### config.mk
export PLATFORM = sky130hd
export DESIGN_NAME = apb_master_mux
export DESIGN_NICKNAME = d
export VERILOG_FILES = /design/src/rtl/apb_pkg.sv /design/src/rtl/apb_addr_decoder.sv /design/src/rtl/apb_master_mux.sv
export SDC_FILE = /design/constraint.sdc
export NUM_CORES = 1
export LEC_CHECK = 0
export ABC_CLOCK_PERIOD_IN_PS = 5400
export CAP_MARGIN = 0
export CELL_PAD_IN_SITES_DETAIL_PLACEMENT = 0
export CELL_PAD_IN_SITES_GLOBAL_PLACEMENT = 1
export CORE_AREA = 2 2 283 285
export CTS_BUF_LIST = sky130_fd_sc_hd__clkbuf_16
export DETAILED_ROUTE_END_ITERATION = 8
export DIE_AREA = 0 0 285 287
export GPL_ROUTABILITY_DRIVEN = 0
export PLACE_DENSITY = 0.6
export SLEW_MARGIN = 0
export SYNTH_ARGS = -nofsm -noshare
export SYNTH_HDL_FRONTEND = slang
export SYNTH_SLANG_ARGS = --single-unit
### constraint.sdc
create_clock -name PCLK -period 5.4 [get_ports PCLK]
set_input_delay 1.08 -clock PCLK [delete_from_list [all_inputs] [get_ports PCLK]]
set_output_delay 1.08 -clock PCLK [all_outputs]
set_load 0.1 [all_outputs]
### src/rtl/apb_pkg.sv
// Shared types and constants for the APB master/slave-select fabric.
package apb_pkg;

  typedef enum logic [1:0] {IDLE, SETUP, ACCESS} apb_state_e;

  localparam logic [31:0]  DEF_BASE_ADDR = 32'h1000_0000;
  localparam int unsigned  DEF_SLOT_LOG2 = 12;

  typedef enum int unsigned {
    SLOT_RAM    = 0,
    SLOT_TIMER  = 1,
    SLOT_GPIOA  = 2,
    SLOT_GPIOB  = 3,
    SLOT_GPIOC  = 4,
    SLOT_GPIOD  = 5,
    SLOT_FND    = 6,
    SLOT_UART   = 7,
    SLOT_TIMER1 = 8,
    SLOT_I2C    = 9,
    SLOT_SPI    = 10,
    SLOT_ADC    = 11,
    SLOT_PWM    = 12,
    SLOT_BUZZER = 13
  } apb_slot_e;

endpackage

### src/rtl/apb_addr_decoder.sv
// Combinational address-window decoder: byte address -> {hit, slot index, one-hot select}.
module apb_addr_decoder import apb_pkg::*; #(
  parameter int unsigned NUM_SLV   = 16,
  parameter logic [31:0] BASE_ADDR = DEF_BASE_ADDR,
  parameter int unsigned SLOT_LOG2 = DEF_SLOT_LOG2,
  parameter int unsigned IDX_W     = 4
) (
  input  logic [31:0]        addr,
  output logic               hit,
  output logic [IDX_W-1:0]   idx,
  output logic [NUM_SLV-1:0] sel
);

  // 33-bit end bound so a window touching the top of the address space cannot wrap
  localparam logic [32:0] END_ADDR = {1'b0, BASE_ADDR} + (33'(NUM_SLV) << SLOT_LOG2);

  logic [31:0] offset;

  always_comb begin
    offset = addr - BASE_ADDR;
    hit    = (addr >= BASE_ADDR) && ({1'b0, addr} < END_ADDR);
    idx    = IDX_W'(offset >> SLOT_LOG2);
    sel    = hit ? (NUM_SLV'(1) << idx) : '0;
  end

endmodule

### src/rtl/apb_master_mux.sv
// APB3 master + slave-select fabric: core transfer/ready handshake to SETUP/ACCESS cycles.
// Optional PREADY timeout enabled by defining APB_TIMEOUT_EN.
module apb_master_mux import apb_pkg::*; #(
  parameter int unsigned NUM_SLV     = 16,
  parameter int unsigned DATA_W      = 32,
  parameter logic [31:0] BASE_ADDR   = DEF_BASE_ADDR,
  parameter int unsigned SLOT_LOG2   = DEF_SLOT_LOG2,
  parameter int unsigned TIMEOUT_CYC = 255
) (
  input  logic                      PCLK,
  input  logic                      PRESET,
  input  logic                      transfer,
  input  logic                      write,
  input  logic [31:0]               addr,
  input  logic [DATA_W-1:0]         wdata,
  output logic [DATA_W-1:0]         rdata,
  output logic                      ready,
  output logic                      error,
  output logic [31:0]               PADDR,
  output logic [DATA_W-1:0]         PWDATA,
  output logic                      PWRITE,
  output logic                      PENABLE,
  output logic [NUM_SLV-1:0]        PSEL,
  input  logic [NUM_SLV*DATA_W-1:0] PRDATA,
  input  logic [NUM_SLV-1:0]        PREADY,
  input  logic [NUM_SLV-1:0]        PSLVERR
);

  localparam int unsigned IDX_W = (NUM_SLV > 1) ? $clog2(NUM_SLV) : 1;

  if (NUM_SLV < 1 || NUM_SLV > 32 || TIMEOUT_CYC < 1 || TIMEOUT_CYC > 65535) begin : g_bad_cfg
    $error("apb_master_mux: unsupported parameter set");
  end

  apb_state_e               state;
  logic                     hit_d, hit_q;
  logic [IDX_W-1:0]         idx_d, idx_q;
  logic [NUM_SLV-1:0]       sel_d;
  logic [DATA_W-1:0]        prdata_s, done_rdata;
  logic                     pready_s, pslverr_s, done, done_err;

`ifdef APB_TIMEOUT_EN
  localparam logic [15:0] TMO_LAST = 16'(TIMEOUT_CYC - 1);
  logic [15:0] tmo_cnt;
`endif

  apb_addr_decoder #(
    .NUM_SLV   (NUM_SLV),
    .BASE_ADDR (BASE_ADDR),
    .SLOT_LOG2 (SLOT_LOG2),
    .IDX_W     (IDX_W)
  ) u_dec (
    .addr (addr),
    .hit  (hit_d),
    .idx  (idx_d),
    .sel  (sel_d)
  );

  // Only the latched slot's response is observed; other slots are ignored.
  always_comb begin
    prdata_s  = '0;
    pready_s  = 1'b0;
    pslverr_s = 1'b0;
    for (int unsigned i = 0; i < NUM_SLV; i++) begin
      if (idx_q == IDX_W'(i)) begin
        prdata_s  = PRDATA[i*DATA_W +: DATA_W];
        pready_s  = PREADY[i];
        pslverr_s = PSLVERR[i];
      end
    end
  end

  always_comb begin
    done       = 1'b0;
    done_err   = 1'b0;
    done_rdata = '0;
    if (state == ACCESS) begin
      if (!hit_q) begin
        done     = 1'b1;
        done_err = 1'b1;
      end else if (pready_s) begin
        done     = 1'b1;
        done_err = pslverr_s;
        if (!PWRITE) done_rdata = prdata_s;
      end
`ifdef APB_TIMEOUT_EN
      else if (tmo_cnt == TMO_LAST) begin
        done     = 1'b1;
        done_err = 1'b1;
      end
`endif
    end
  end

  always_ff @(posedge PCLK or negedge PRESET) begin
    if (!PRESET) begin
      state   <= IDLE;
      PADDR   <= '0;
      PWDATA  <= '0;
      PWRITE  <= 1'b0;
      PENABLE <= 1'b0;
      PSEL    <= '0;
      rdata   <= '0;
      ready   <= 1'b0;
      error   <= 1'b0;
      hit_q   <= 1'b0;
      idx_q   <= '0;
`ifdef APB_TIMEOUT_EN
      tmo_cnt <= '0;
`endif
    end else begin
      ready <= 1'b0;
      case (state)
        IDLE: begin
          if (transfer) begin
            PADDR  <= addr;
            PWDATA <= wdata;
            PWRITE <= write;
            hit_q  <= hit_d;
            idx_q  <= idx_d;
            PSEL   <= sel_d;
            state  <= SETUP;
          end
        end
        SETUP: begin
          PENABLE <= 1'b1;
          state   <= ACCESS;
`ifdef APB_TIMEOUT_EN
          tmo_cnt <= '0;
`endif
        end
        ACCESS: begin
          if (done) begin
            PSEL    <= '0;
            PENABLE <= 1'b0;
            ready   <= 1'b1;
            error   <= done_err;
            rdata   <= done_rdata;
            state   <= IDLE;
          end
`ifdef APB_TIMEOUT_EN
          else begin
            tmo_cnt <= tmo_cnt + 16'd1;
          end
`endif
        end
        default: state <= IDLE;
      endcase
    end
  end

endmodule

==> summary.md <==
| Metric | Value |
|---|---|
| Die area | `just over 80,000 um2` |
| Post-CTS Setup Bufs | `0` |
| # IOs | `728` |
| Power per cell area | `415 nW/um2` |
| Worst vdd ir | `0.433 mV` |
| Post-CTS Hold Buffers | `0` |
| CP peak stage delay | `between 1 and 1.5 ns` |
| Initial antenna violation count | `a little over 50` |
| CTS resizes | `0` |
| Kind of critical path | `register to primary output` |
| Layout Nets | `about 2,500` |
| Async S/R FF share, synth | `1.00` |
| CTS tree | `built` |
| RSZ-0062 raised after global routing | `no` |
| Post-synthesis sequential area ratio | `0.311` |
| Root Buffer | `clkbuf_16` |
| Rows | `between 100 and 150` |
| Placed inst area | `around 18,000 um2` |
| Die extent in x | `roughly 290 um` |
| Mean post-synth cell area | `8.02 um2` |
| Global route overflow | `0` |
| Commonest non-fill, non-tap cell in the layout | `clkdlybuf4s50_1` |
| Detailed router's first-iteration violation count | `around 950` |
| Routed vias/inst | `about 4.5` |
| Clock Sinks | `~120` |
| Pwr Total | `7760 uW` |
| Post-synth EDFFs | `0` |
| CP max stage cell | `clkdlybuf4s50_1` |
| Final hold vios | `0` |
| Hold slack | `between 0.4 and 0.5 ns` |
| Syn nets | `around 1,800` |
| Post-synth top area share | `0.311` |
| WP buf/inv | `1` |
| Drt first pass iters | `6` |
| CTS Buf Count | `17` |
| Highest Clock Rate | `between 200 and 300 MHz` |
| Tmin final | `approximately 4 ns` |
| DRT Wirelength | `between 90,000 and 100,000 um` |
| First-pass GRT wire length | `122,000 um` |
| H-tree levels | `4` |
| Core Area | `between 70,000 and 80,000 um2` |
| Crit path max fanout | `75` |
| Maximum Capacitance Violations | `0` |
| Post-route cell area | `between 15,000 and 20,000 um2` |
| Mapped Cells | `~1,200` |
| HPWL after DPL | `between 70,000 and 80,000 um` |
| Clk buf depth | `2` |
| Top FF cell, synth | `dfrtp_1` |
| Routed via count | `between 10,000 and 15,000` |
| Netlist cell types | `65` |
| Placed Cells incl. Taps | `about 2,900` |
| Slew of the pin with the lowest slew margin | `between 1 and 1.5 ns` |
| Drc violations | `0` |
| Layout overhead on the synthesized area | `95.2%` |
| Largest net degree at the start of global routing | `just over 100` |
| Final setup fails | `0` |
| Critical Path Sink Type | `primary output` |
| Die Y | `approximately 290 um` |
| Run status | `complete, no violations` |
| Final Non-Filler Cells | `2,952` |
| Lkg Pwr | `approximately 0.007 uW` |
| Clock transition at the registers of the reported paths | `around 0.06 ns` |
| Worst endpoint data arrival time | `roughly 2.8 ns` |
| Hold WC Path Type | `input pin to asynchronous set/reset pin` |
| GRT Total Usage | `0.218` |
| Largest cells by area after synthesis | `dfrtp_1 (31%), nand2_1 (11%), mux4_2 (5.9%)` |
| Worst skew pair latency | `0.47 ns` |
| Netlist Area Pre-Place | `9590 um2` |
| Crit path required time | `4.32 ns` |
| Crit start category | `register` |
| Worst Skew | `0.00888 ns` |
| Layout cells sized above 1 | `0.0767` |
| Yosys warnings | `0` |
| Starting Density | `0.122` |
| Setup_tns | `0 ns` |
| Slew headroom | `0.211` |
| WL/cell | `31.3 um` |
| Synthesized flop and latch total | `about 120` |
| Yosys top cell by area | `dfrtp_1` |
| Vias in the first global route | `13,900` |
| Final period util | `0.725` |
| CP top delay family | `buffers and inverters` |
| Most frequent cells in the layout | `clkdlybuf4s50_1 (709), nand2_1 (286), dfrtp_1 (115)` |
| DRT antenna net count | `0` |
| Final Max Slew Viols | `0` |
| CP cell instances | `clkdlybuf4s50_1` |
| Buffers on Ports | `727` |
[routing by layer]
layer,global-route usage,part of all wire,up-vias
met5,0,0.0035,-
met2,0.367,0.47,787
met3,0.0786,0.096,146
li1,-,-,5840
met4,0.0806,0.031,50
met1,0.255,0.40,6524
[cells in the mapped netlist (5+ instances only)]
master	number
a211o_1	6
nor2_1	59
buf_2	32
buf_1	8
nor2b_1	10
nor4_1	5
o221ai_1	18
nor3b_1	7
inv_1	17
a22oi_1	27
mux2_1	12
a221o_1	6
nor3_1	22
a31oi_1	14
a32o_1	12
o21ai_1	32
o21ai_0	63
o22ai_1	34
clkbuf_1	61
a222oi_1	11
a221oi_1	24
a211oi_1	8
mux2i_1	55
and3b_1	5
o2bb2ai_1	20
nand2b_1	17
buf_4	6
nand2_1	287
nand3_1	6
mux4_2	25
dfrtp_1	119
o211ai_1	6
mux2_2	9
a21oi_1	72
a22o_1	23
[flip-flops by register name (all words and copies together), names as in the netlist]
name and cells:
state 2, PENABLE 1, PWDATA 32, rdata 32
hit_q 1, PADDR 32, ready 1, PSEL 16
PWRITE 1, error 1
[stage by stage]
stage / setup WS [ns] / utilization
2_1_floorplan: 2.21 / -
3_3_place_gp: 1.30 / 0.229
3_5_place_dp: 1.17 / 0.229
4_1_cts: 1.41 / 0.238
5_1_grt: 1.37 / 0.238
6_report: 1.48 / 0.238
[where the power goes]
group,switching [uW],internal [uW]
Combinational,3520,1580
Sequential,247,1100
Clock,492,819
[area by class of cell]
cell class,instances,area (um2)
fill,8665,59900
timing repair buffer,772,7590
multi-input combinational,946,6060
sequential,119,2990
tap,1050,1310
clock buffer,17,425
clock inverter,15,226
inverter,21,80.1
antenna,12,30.0
[logic make-up (layout without fill, tap and decap cells)]
kind of cell / Yosys count / after routing / share of synthesized area
AO/OA/AOI/OAI: 404 / 404 / 0.290
buffers and inverters: 131 / 825 / 0.0603
flip-flops: 119 / 119 / 0.311
multiplexers: 101 / 101 / 0.141
other: 0 / 12 / 0
AND/OR/NAND/NOR: 441 / 441 / 0.199
[path summary, 6_finish.rpt]
| check | endpoint | cells after the start | slack (ns) | start |
|---|---|---|---|---|
| worst max-delay path | PADDR[13] | 1 | 1.48 | PADDR[13]$_DFFE_PN0P_ |
| worst min-delay path | PWDATA[26]$_DFFE_PN0P_ | 1 | 0.48 | PRESET |
| worst max register to register | rdata[6]$_DFFE_PN0P_ | 6 | 1.54 | PADDR[13]$_DFFE_PN0P_ |
| worst min register to register | PADDR[17]$_DFFE_PN0P_ | 2 | 0.48 | PADDR[17]$_DFFE_PN0P_ |
| max in group asynchronous | PADDR[13]$_DFFE_PN0P_ | 2 | 3.92 | PRESET |
| min in group PCLK | PADDR[17]$_DFFE_PN0P_ | 2 | 0.48 | PADDR[17]$_DFFE_PN0P_ |
[worst register-to-register path, delay by kind of cell, from the launching register on]
family | cells | cell delay (ns)
AOI/OAI and AO/OA | 5 | 1.86
DFF | 1 | 1.06
and+or+nand+nor | 1 | 0.83
Power figures use the tool's default switching activity.
